### src/rtl/normalizer_pipe_if.sv
// Valid/ready bus for normalizer_pipe: an input beat channel and a normalised result channel.
// The master drives beats and consumes results; the slave is the normaliser itself.
interface normalizer_pipe_if #(
  parameter int unsigned FRAC_WIDTH = 49,
  parameter int unsigned EXP_WIDTH  = 10
);
  logic                  in_valid;
  logic                  in_ready;
  logic [FRAC_WIDTH-1:0] in_fraction;
  logic [EXP_WIDTH-1:0]  in_exponent;
  logic                  out_valid;
  logic                  out_ready;
  logic [FRAC_WIDTH-1:0] out_fraction;
  logic [EXP_WIDTH-1:0]  out_exponent;
  logic                  out_sticky;
  logic                  out_zero;
  logic                  out_denormal;

  modport master (
    output in_valid, in_fraction, in_exponent, out_ready,
    input  in_ready, out_valid, out_fraction, out_exponent, out_sticky, out_zero, out_denormal
  );

  modport slave (
    input  in_valid, in_fraction, in_exponent, out_ready,
    output in_ready, out_valid, out_fraction, out_exponent, out_sticky, out_zero, out_denormal
  );
endinterface

### src/rtl/normalizer_pipe.sv
// Two-stage fraction normaliser for a 2-integer-bit fraction: stage 1 classifies and picks the
// shift, stage 2 applies it, adjusts the exponent and flags zero/denormal results.
module normalizer_pipe #(
  parameter int unsigned FRAC_WIDTH = 49,
  parameter int unsigned EXP_WIDTH  = 10
) (
  input logic              clk,
  input logic              reset,
  normalizer_pipe_if.slave bus
);

  localparam int unsigned ShW = $clog2(FRAC_WIDTH);
  localparam int unsigned XW  = EXP_WIDTH + 1;
  localparam logic [EXP_WIDTH-1:0] ExpMax = {1'b0, {(EXP_WIDTH-1){1'b1}}};

  typedef enum logic [1:0] {ClsNormal, ClsOver, ClsUnder, ClsZero} cls_e;

  logic                  s1_valid_q, s2_valid_q;
  logic                  s1_adv, in_ready;
  cls_e                  s1_cls_q, s1_cls_d;
  logic [FRAC_WIDTH-1:0] s1_frac_q;
  logic [EXP_WIDTH-1:0]  s1_exp_q, s1_exp_d;
  logic [ShW-1:0]        s1_shift_q, s1_shift_d;
  logic                  s1_sticky_q, s1_sticky_d;
  logic [ShW-1:0]        lz;
  logic signed [XW-1:0]  em1, lz_x;

  logic [FRAC_WIDTH-1:0] out_frac_q, out_frac_d;
  logic [EXP_WIDTH-1:0]  out_exp_q, out_exp_d;
  logic                  out_sticky_q, out_zero_q, out_zero_d, out_dn_q, out_dn_d;

  assign s1_adv   = ~s2_valid_q | bus.out_ready;
  assign in_ready = reset | ~s1_valid_q | s1_adv;

  assign bus.in_ready     = in_ready;
  assign bus.out_valid    = s2_valid_q;
  assign bus.out_fraction = out_frac_q;
  assign bus.out_exponent = out_exp_q;
  assign bus.out_sticky   = out_sticky_q;
  assign bus.out_zero     = out_zero_q;
  assign bus.out_denormal = out_dn_q;

  // Stage 1: classify, count leading zeros below the integer MSB, clamp the left shift.
  always_comb begin
    s1_cls_d    = ClsNormal;
    s1_exp_d    = bus.in_exponent;
    s1_shift_d  = '0;
    s1_sticky_d = 1'b0;
    lz          = '0;
    for (int i = 0; i < int'(FRAC_WIDTH) - 1; i++) begin
      if (bus.in_fraction[i]) lz = ShW'(int'(FRAC_WIDTH) - 2 - i);
    end
    em1  = $signed({bus.in_exponent[EXP_WIDTH-1], bus.in_exponent}) - XW'(1);
    lz_x = $signed(XW'(lz));
    if (bus.in_fraction[FRAC_WIDTH-1]) begin
      s1_cls_d    = ClsOver;
      s1_sticky_d = bus.in_fraction[0];
      s1_exp_d    = (bus.in_exponent == ExpMax) ? ExpMax : bus.in_exponent + EXP_WIDTH'(1);
    end else if (bus.in_fraction[FRAC_WIDTH-2]) begin
      s1_cls_d = ClsNormal;
    end else if (bus.in_fraction == '0) begin
      s1_cls_d = ClsZero;
    end else begin
      s1_cls_d = ClsUnder;
      // em1 > 0 means E > 1; never shift the exponent below the minimum normal value.
      if (em1 > 0) s1_shift_d = (lz_x < em1) ? lz : ShW'(em1);
    end
  end

  // Stage 2: apply the shift and derive the result flags.
  always_comb begin
    out_frac_d = s1_frac_q;
    out_exp_d  = s1_exp_q;
    out_zero_d = 1'b0;
    case (s1_cls_q)
      ClsOver:  out_frac_d = {1'b0, s1_frac_q[FRAC_WIDTH-1:1]};
      ClsUnder: begin
        out_frac_d = s1_frac_q << s1_shift_q;
        out_exp_d  = s1_exp_q - EXP_WIDTH'(s1_shift_q);
      end
      ClsZero: begin
        out_frac_d = '0;
        out_exp_d  = '0;
        out_zero_d = 1'b1;
      end
      default: ;
    endcase
    out_dn_d = ~out_frac_d[FRAC_WIDTH-2] & ~out_zero_d;
    if (out_dn_d) out_exp_d = '0;
  end

  always_ff @(posedge clk) begin
    if (reset) begin
      s1_valid_q   <= 1'b0;
      s2_valid_q   <= 1'b0;
      s1_cls_q     <= ClsNormal;
      s1_frac_q    <= '0;
      s1_exp_q     <= '0;
      s1_shift_q   <= '0;
      s1_sticky_q  <= 1'b0;
      out_frac_q   <= '0;
      out_exp_q    <= '0;
      out_sticky_q <= 1'b0;
      out_zero_q   <= 1'b0;
      out_dn_q     <= 1'b0;
    end else begin
      if (in_ready) begin
        s1_valid_q <= bus.in_valid;
        if (bus.in_valid) begin
          s1_cls_q    <= s1_cls_d;
          s1_frac_q   <= bus.in_fraction;
          s1_exp_q    <= s1_exp_d;
          s1_shift_q  <= s1_shift_d;
          s1_sticky_q <= s1_sticky_d;
        end
      end
      if (s1_adv) begin
        s2_valid_q <= s1_valid_q;
        if (s1_valid_q) begin
          out_frac_q   <= out_frac_d;
          out_exp_q    <= out_exp_d;
          out_sticky_q <= s1_sticky_q;
          out_zero_q   <= out_zero_d;
          out_dn_q     <= out_dn_d;
        end
      end
    end
  end

endmodule
### src/flat_wrapper.sv
// flat-port wrapper written by rule: the top's interface ports become plain ports
module normalizer_pipe_flat 
#(
  parameter int unsigned FRAC_WIDTH = 49,
  parameter int unsigned EXP_WIDTH  = 10
)
  (clk, reset, bus_in_valid, bus_in_fraction, bus_in_exponent, bus_out_ready, bus_in_ready, bus_out_valid, bus_out_fraction, bus_out_exponent, bus_out_sticky, bus_out_zero, bus_out_denormal);
  normalizer_pipe_if #(.FRAC_WIDTH(FRAC_WIDTH), .EXP_WIDTH(EXP_WIDTH)) bus_i ();
  input logic clk;
  input logic reset;
  input wire logic [$bits(bus_i.in_valid)-1:0] bus_in_valid;
  input wire logic [$bits(bus_i.in_fraction)-1:0] bus_in_fraction;
  input wire logic [$bits(bus_i.in_exponent)-1:0] bus_in_exponent;
  input wire logic [$bits(bus_i.out_ready)-1:0] bus_out_ready;
  output wire logic [$bits(bus_i.in_ready)-1:0] bus_in_ready;
  output wire logic [$bits(bus_i.out_valid)-1:0] bus_out_valid;
  output wire logic [$bits(bus_i.out_fraction)-1:0] bus_out_fraction;
  output wire logic [$bits(bus_i.out_exponent)-1:0] bus_out_exponent;
  output wire logic [$bits(bus_i.out_sticky)-1:0] bus_out_sticky;
  output wire logic [$bits(bus_i.out_zero)-1:0] bus_out_zero;
  output wire logic [$bits(bus_i.out_denormal)-1:0] bus_out_denormal;
  assign bus_i.in_valid = bus_in_valid;
  assign bus_i.in_fraction = bus_in_fraction;
  assign bus_i.in_exponent = bus_in_exponent;
  assign bus_i.out_ready = bus_out_ready;
  assign bus_in_ready = bus_i.in_ready;
  assign bus_out_valid = bus_i.out_valid;
  assign bus_out_fraction = bus_i.out_fraction;
  assign bus_out_exponent = bus_i.out_exponent;
  assign bus_out_sticky = bus_i.out_sticky;
  assign bus_out_zero = bus_i.out_zero;
  assign bus_out_denormal = bus_i.out_denormal;
  normalizer_pipe #(.FRAC_WIDTH(FRAC_WIDTH), .EXP_WIDTH(EXP_WIDTH)) u_core (.clk(clk), .reset(reset), .bus(bus_i));
endmodule
### config.mk
export PLATFORM = sky130hd
export DESIGN_NAME = normalizer_pipe_flat
export DESIGN_NICKNAME = d
export VERILOG_FILES = /design/src/rtl/normalizer_pipe_if.sv /design/src/rtl/normalizer_pipe.sv /design/src/flat_wrapper.sv
export SDC_FILE = /design/constraint.sdc
export NUM_CORES = 1
export LEC_CHECK = 0
export ABC_CLOCK_PERIOD_IN_PS = 7800
export BUFFER_PORTS_ARGS = -buffer_cell sky130_fd_sc_hd__buf_2
export CORE_UTILIZATION = 45
export DETAILED_ROUTE_END_ITERATION = 16
export PLACE_DENSITY = 0.67
export SLEW_MARGIN = 30
export SYNTH_ARGS = -nofsm -noshare
export SYNTH_HDL_FRONTEND = slang
export SYNTH_SLANG_ARGS = --single-unit
### constraint.sdc
create_clock -name clk -period 7.8 [get_ports clk]
set_input_delay 0.39 -clock clk [delete_from_list [all_inputs] [get_ports clk]]
set_output_delay 0.39 -clock clk [all_outputs]
set_load 0.05 [all_outputs]
-- Word-level counts from Yosys, hierarchy flattened
Index checks and enable logic that the tools add are counted.
- output and inout port bits: 64
- word-level logic and storage cells: 96
- register bits: 132
- $lt $le $gt $ge: 2
- mux-type cells: 63
- equality and inequality tests: 4
- add/sub/neg operators: 3
- bitwise operators: 8
- reduce and logical (&&, ||, !) cells: 3
- shifts and indexed selects: 1
- operators by type and width (kind ; number):
    $mux 6 ; 53
    $pmux 49 s3 ; 1
    $logic_not 49->1 ; 1
    $shl 49x6->49 ; 1
    $mux 10 ; 3
    $pmux 10 s2 ; 1
    $gt 11x1->1 const B ; 1
    $lt 7x11->1 ; 1
    $sub 10x2->11 const B ; 1
    $add 10x1->10 const B ; 1
    $eq 10x9->1 const B ; 1
    $sub 10x6->10 ; 1
    $eq 2x2->1 const B ; 2
    $mux 2 ; 2
    $not 1->1 ; 4
    $reduce_and 2->1 ; 2
    $mux 1 ; 3
    $or 1x1->1 ; 3
    $eq 2x1->1 const B ; 1
    $and 1x1->1 ; 1

-- Depth between registers and ports, before layout
Gate-level depths: netlist of run 1.
- word-level depth: 54
- depth in mapped cells: 14
- gate-level depth less buffers: 14

-- Worst setup path before layout of run 1
OpenSTA, ideal clock, no wires.
- path kind: input port to flip-flop
- from: in bus_in_fraction[40]
- to: reg u_core.s1_shift_q[2]
- data arrival time: 2607 ps
- stages: 10
- data required time: 7678 ps
- library setup time: 122 ps
- slack: 5071 ps
- cells stage by stage: nor4_1 > nand4_1 > nor3b_1 > ha_1 > nor2b_1 > o22ai_1 > o31ai_1 > a21oi_2 > nor3_1 > a311o_1
- word-level cells in the longest chain between the ends: 14
- elaborated cells on any way between the ends: 15
- those cells by class: order compare (1); mux (13); reduce/logical (1)
- ends and longest elaborated chain (what ; RTL line ; text):
    start, declared ; flat_wrapper.sv:12 ; input wire logic [$bits(bus_i.in_fraction)-1:0] bus_in_fraction;
    $mux 6 (8 in a row) ; normalizer_pipe.sv:51 ; if (bus.in_fraction[i]) lz = ShW'(int'(FRAC_WIDTH) - 2 - i);
    $lt 7x11->1 ; normalizer_pipe.sv:66 ; if (em1 > 0) s1_shift_d = (lz_x < em1) ? lz : ShW'(em1);
    $mux 6 (2 in a row) ; normalizer_pipe.sv:66 ;
    $mux 6 * ; normalizer_pipe.sv:61 ; end else if (bus.in_fraction == '0) begin
    $mux 6 * ; normalizer_pipe.sv:59 ; end else if (bus.in_fraction[FRAC_WIDTH-2]) begin
    $mux 6 * ; normalizer_pipe.sv:55 ; if (bus.in_fraction[FRAC_WIDTH-1]) begin
    end signal, assigned ; normalizer_pipe.sv:113 ; s1_shift_q <= s1_shift_d;
    end, declared ; normalizer_pipe.sv:23 ; logic [ShW-1:0] s1_shift_q, s1_shift_d;
Every way passes the cells marked *; elsewhere a longest branch is shown, timed or not.
A chain may end at the register's enable or synchronous reset.

-- Worst setup path in the final report of run 1
- from: reg u_core.s1_shift_q[1]
- to: reg u_core.out_exp_q[5], in the netlist u_core.bus.out_exponent[5]
- word-level cells in the longest chain between the ends: 5
- elaborated cells on any way between the ends: 7
- those cells by class: add/sub (1); shift (1); mux (3); bitwise (2)
- ends and longest elaborated chain (what ; RTL line ; text):
    $shl 49x6->49 ; normalizer_pipe.sv:78 ; out_frac_d = s1_frac_q << s1_shift_q;
    $pmux 49 s3 ; normalizer_pipe.sv:75 ; case (s1_cls_q)
    $not 1->1 ; normalizer_pipe.sv:88 ; out_dn_d = ~out_frac_d[FRAC_WIDTH-2] & ~out_zero_d;
    $and 1x1->1 ; normalizer_pipe.sv:88 ;
    $mux 10 * ; normalizer_pipe.sv:89 ; if (out_dn_d) out_exp_d = '0;
    end signal, assigned ; normalizer_pipe.sv:121 ; out_exp_q <= out_exp_d;
    end, declared ; normalizer_pipe.sv:29 ; logic [EXP_WIDTH-1:0] out_exp_q, out_exp_d;
Marked as above.

==> results of run 1 <==
[synth_stat cells, types with 6 or more instances]
library cell / number / area share, %
nand2_1: 237 / 9.1
nor2_1: 134 / 5.2
dfxtp_1: 132 / 27
a21oi_1: 122 / 6.3
mux2i_1: 81 / 8.3
o21ai_0: 72 / 3.7
clkbuf_1: 64 / 2.5
nor3_1: 40 / 2.1
mux4_2: 37 / 8.5
inv_1: 25 / 0.96
nand3_1: 23 / 1.2
nor4_1: 21 / 1.3
nor2b_1: 19 / 1.2
o22ai_1: 19 / 1.2
a211oi_1: 17 / 1.3
o211ai_1: 17 / 1.3
buf_1: 16 / 0.62
nand2b_1: 15 / 0.96
ha_1: 14 / 1.8
mux2_2: 13 / 1.5
buf_2: 12 / 0.62
o221ai_1: 9 / 0.81
xnor2_1: 8 / 0.72
xor2_1: 8 / 0.72
a31oi_1: 7 / 0.45
nand4_1: 7 / 0.45
nand3b_1: 6 / 0.46
o21ai_2: 6 / 0.54
[tightest hold or removal path, delay by kind of cell]
kind	cells	cell delay, ns
and+or+nand+nor	1	0.05
AOI/OAI and AO/OA	1	0.05
buffers and inverters	1	0.12
[worst paths after layout]
| kind | start | end | cells past startpoint |
|---|---|---|---|
| max | u_core.s1_shift_q[1] | u_core.bus.out_exponent[5] | 8 |
| min | bus_in_fraction[12] | u_core.s1_frac_q[12] | 3 |
| max reg2reg | u_core.s1_shift_q[1] | u_core.bus.out_exponent[5] | 8 |
| min reg2reg | u_core.bus.out_fraction[47] | u_core.bus.out_fraction[47] | 2 |
[flip-flops by register name (all words and copies together) (netlist names)]
register and cells:
u_core.s1_cls_q 2, u_core.bus.out_valid 1, u_core.s1_frac_q 49, u_core.bus.out_exponent 10, u_core.bus.out_sticky 1, u_core.bus.out_zero 1, u_core.s1_shift_q 6, u_core.s1_sticky_q 1
u_core.bus.out_fraction 49, u_core.s1_exp_q 10, u_core.s1_valid_q 1, u_core.bus.out_denormal 1
[routing by layer]
metal	wire length [um]	part of all wire [%]
met1	14700	45
met2	13400	41
met3	3510	11
met4	982	3.0
met5	0	0
[area by class of cell]
class	instances	area, sq um	area share [%]
Sequential cell	132	2650	23.8
Multi-Input combinational cell	1027	6620	59.6
Timing Repair Buffer	139	731	6.58
Tap cell	275	344	3.10
Clock inverter	9	173	1.55
Clock buffer	23	488	4.39
Inverter	28	105	0.946
[cells by family after synthesis]
logic type,Yosys count,share of synthesized area (%)
AOI/OAI and AO/OA,332,21.3
xor gates and xnor gates,16,1.44
adders and majority gates,15,2.00
buffers and inverters,125,5.19
DFF,132,27.1
muxes,133,18.9
and+or+nand+nor,531,24.1
[report_power, final]
group          total [mW]  leakage (nW)  switching [mW]  internal [mW]
Sequential          0.756          1.08          0.0450          0.711
Combinational       0.385          2.98           0.257          0.128
Clock               0.898         0.323           0.299          0.599
==> metrics, run 1 <==
TritonCTS Buffers=17; total number of vias=10.1k; worst-path fanout max=62; later-pin clock latency in the skew report=0.43 ns; minimum clock period=3.28 ns; Final HPWL DP=23,800 um; drt initial violations=1,157; warning count from the yosys run=0; TritonCTS Sinks=132; IO Pins=127; Syn-to-layout area delta=13.8%; Fin Hold WS=about 0.23 ns; worst path bufs/invs=1; drt first pass iters=5; CP required=~8 ns; Post-Syn Instances=1,284; Post-route DRC=0; Final period util=between 40% and 50%; commonest non-fill, non-tap cell in the layout=nand2_1; Synth Cell Area=between 9000 and 10,000 sq um; first-pass GRT wire length=50,300 um; Top Usage Layer GRT=met1; total wire length=approximately 33,000 um; Mapped Avg Cell Area=approximately 7.6 sq um; worst-path cell chain=buf_4, mux4_1, mux4_2, a311oi_1, nand3_1, o31ai_2, or3_4, o21ai_2; n_diodes=0; CP max-delay cell=mux4_1; Post-synth EDFFs=0; port buffer count=around 130; Tot Pwr=~2.0 mW; Die Ht=149 um; Leakage=approximately 4.4 nW; design area=11,100 sq um; post-synthesis sequential area ratio=27.1%; vias in the first global route=between 8k and 9k; final core utilization=approximately 52%; final setup vio count=0; Placed Cells=1,601; core area=about 21,000 sq um; die area=roughly 22,000 sq um; CP Data Arrival Time=roughly 3.6 ns; Async SR Flop Fraction=0%; synth unique cells=between 70 and 80; placed instance area=between 10,000 and 15,000 sq um; Worst-Margin Slew=about 0.9 ns; Final Hold Fails=0; r2r setup slk=4.52 ns; Pwr Density=184 nW/um^2; largest net degree at the start of global routing=between 80 and 90; nature of the critical path startpoint=flop; effective utilization at floorplan=46.1%; post-CTS setup buffers=0; Clock Skew=roughly 0.0066 ns; peak supply drop=around 0.10 mV; clock root buffer=clkbuf_16; # nets final=between 1k and 1.5k; # fillers=2,093; relative slew slack=~40%; GR Overflow Total=0; max incr delay on CP=roughly 0.67 ns; Mapped Nets=about 1.4k; DP Worst Slack=between 4 and 5 ns; register bit total from synthesis=between 100 and 150; initial antenna violation count=0; # resized after CTS=0; Final ANT Viol Nets=0; CTS tree=done; Core Rows=53; CP Class=flop to flop; hold buffers post-CTS=0; mean number of vias per cell=~6.2; Die Wd=about 150 um; CTS Buffer Depth=2; FMAX=slightly above 0.3 GHz; clk slew on worst S/H paths=approximately 0.060 ns; final std cells w/o fill=around 1.6k; max_cap viols=0; gp weighted congestion=1.01; RSZ-0062 raised after global routing=false; Hold Path Class=input port to flop; crit end category=flop; outcome=completed; met1 GRT Util=between 40% and 50%; Slew Viols, Final=0; GR Layer Usage met3=7.68%; worst setup margin=around 4.5 ns; ys flop type=dfxtp_1; highest-count cells in the layout ignoring fill and taps=nand2_1, nor2_1, dfxtp_1; Max H-tree Level=4; met2 usage=41.4%; cell family with most CP delay=multiplexers; Post-Route Setup TNS=0 ns; fraction of layout cells with a size suffix above 1=18.3%; Routed WL per cell=between 15 and 20 um; Tot GR Track Use=~29%
Note: power is estimated with default switching activity, not from simulation.
==> run 2, diff against run 1 <==
ABC_CLOCK_PERIOD_IN_PS = 3030   (was 7800)
clock period = 3.03 ns   (was 7.8 ns; I/O delays follow)
==> run 2 against run 1 <==
Net effect:
- first-iteration DRC count down 17%
- sequential power grew to 2.6 times the previous value
- flip-flop and latch count did not move
- die area unchanged
- hold slack worse by 0.22 ns
- critical path depth is 8 higher
- core utilization increased by 2.6 points
- global-route usage up 0.47 points
- via count increased by 2.2%
- critical endpoint is now u_core.s1_shift_q[3]
- largest power group unchanged
==> metrics, run 2 (synthesis gave the netlist of run 1 again) <==
Final ANT Viol Nets=0; R2R Path End=u_core.bus.out_fraction[38]; Core Rows=53; # fillers=2,041; later-pin clock latency in the skew report=~0.43 ns; minimum clock period=between 2 and 3 ns; FMAX=around 0.35 GHz; final setup vio count=0; # nets final=~1.5k; CTS tree=done; effective utilization at floorplan=46.1%; relative slew slack=between 40% and 50%; GR Overflow Total=0; Reg2Reg Depth=8; Fin Hold WS=a little over 0.008 ns; Leakage=approximately 4.6 nW; Pwr Density=approximately 450 nW/um^2; mean number of vias per cell=slightly above 6; HP Start=bus_in_fraction[15]; source of the critical timing path=bus_in_fraction[1]; Final Hold Fails=0; Final HPWL DP=roughly 25,000 um; Hold Path Class=input port to flop; sequential fraction of design power=between 30 and 40%; worst-path cell chain=dlygate4sd3_1, buf_2, nor2_1, o31a_1, o31ai_4, a211o_1, nand4_1, a31oi_2, ha_1, o21ai_0, a21o_1, nor3_1, a21oi_2, buf_4, and3_1, a211o_1; Slew Viols, Final=0; Worst-Margin Slew=0.775 ns; FF+latch area=about 2600 sq um; clock root buffer=clkbuf_16; crit end category=flop; switching part of the total power=between 30% and 40%; highest-count cells in the layout ignoring fill and taps=nand2_1, nor2_1, dfxtp_1; worst setup margin=0.175 ns; total number of vias=roughly 10k; Clock Skew=about 0.0094 ns; Tot GR Track Use=between 20% and 30%; commonest non-fill, non-tap cell in the layout=nand2_1; Routed WL per cell=between 15 and 20 um; die area=between 20,000 and 25,000 sq um; Max H-tree Level=4; Clock power frac=42.6%; port buffer count=126; outcome=completed; total wire length=around 33,000 um; largest net degree at the start of global routing=61; Hold Path Stages=3; CP Class=input port to flop; drt initial violations=960; TritonCTS Sinks=about 130; peak supply drop=roughly 0.25 mV; first-pass GRT wire length=51,600 um; clk slew on worst S/H paths=0.06 ns; vias in the first global route=roughly 9.1k; worst path bufs/invs=3; initial antenna violation count=0; Critical Path Most Common Cell=a211o_1; Die Wd=around 150 um; fraction of layout cells with a size suffix above 1=roughly a fifth; Power Internal=~3.6 mW; n_diodes=0; Tot Pwr=5.21 mW; drt first pass iters=7; area of the multi-input gates=6660 sq um; Post-route DRC=0; placed instance area=~11,000 sq um; TritonCTS Buffers=17; net switching power=1.60 mW; design area=about 12,000 sq um; DP Worst Slack=between 0.08 and 0.09 ns; r2r setup slk=0.27 ns; cell family with most CP delay=compound AO/OA/AOI/OAI gates; Die Ht=between 100 and 150 um; Hold Path Sink=u_core.s1_frac_q[15]; CP Data Arrival Time=3.18 ns; worst-path fanout max=8; CP max-delay cell=dlygate4sd3_1; CTS Buffer Depth=2; max_cap viols=0; Comb power frac=roughly 20%; Post-Route Setup TNS=0 ns; max incr delay on CP=roughly 0.52 ns; core area=approximately 21,000 sq um; Final period util=between 90% and 100%; Reg-to-Reg Start=u_core.s1_shift_q[1]; CP required=about 3.4 ns; Syn-to-layout area delta=19.5%; gp weighted congestion=0.965; IO Pins=approximately 130; nature of the critical path startpoint=input port
[run 2: power groups by stage]
stage          clock [mW]  combinational, mW  sequential [mW]
2_1_floorplan           0              0.544             2.09
3_3_place_gp            0              0.988             1.98
3_5_place_dp            0              0.998             1.98
4_1_cts              2.24               1.02             1.94
5_1_grt              2.31               1.13             1.96
6_report             2.22               1.04             1.95
[run 2: what timing repair did]
action                     in CTS  in global routing
buffers inserted                0                  1
hold endpoints to repair       20                  0
gates resized for setup         0                  7
hold buffers                   20                  0
setup endpoints to repair       0                  5
[run 2: routing by layer]
metal  vias to the layer above  part of all wire (%)  global-route usage [%]
met5                         -                     0                       0
li1                       4898                     -                       -
met2                       521                    43                    43.5
met1                      4868                    47                    44.4
met3                        61                   7.8                    4.10
met4                         0                   2.6                    10.9
[run 2: how the worst max path moves through the flow]
stage                                 endpoint  slack [ns]  cells after the start
floorplan           u_core.bus.out_exponent[7]        0.50                     13
global placement          u_core.s1_shift_q[3]        0.10                     11
detailed placement        u_core.s1_shift_q[2]        0.09                     11
CTS                       u_core.s1_shift_q[2]        0.02                     15
global route              u_core.s1_shift_q[3]      -0.004                     16
finish                    u_core.s1_shift_q[3]        0.18                     16
[run 2: metrics by stage]
step | instances | utilization, %
4_1_cts | 1690 | 54.9
5_1_grt | 1691 | 55.1
3_3_place_gp | 1639 | 50.9
3_5_place_dp | 1639 | 50.9
2_1_floorplan | 1284 | -
6_report | 1691 | 55.1
[run 2: cell type report]
type / count / share of cell area [%]
clock buffer: 19 / 3.88
clock inverter: 12 / 1.54
inverter: 28 / 0.901
multi-input combinational: 1027 / 57.1
sequential: 132 / 22.7
tap: 275 / 2.95
timing repair buffer: 198 / 10.9
[run 2: worst reg2reg max path, stage by stage (launching register included)]
cell and delay, ns:
dfxtp_2 0.49, buf_4 0.36, mux2i_1 0.28, o22ai_1 0.20, mux2i_1 0.37, o21ai_0 0.14
o21ai_0 0.18, o311ai_0 0.29, a32o_1 0.34
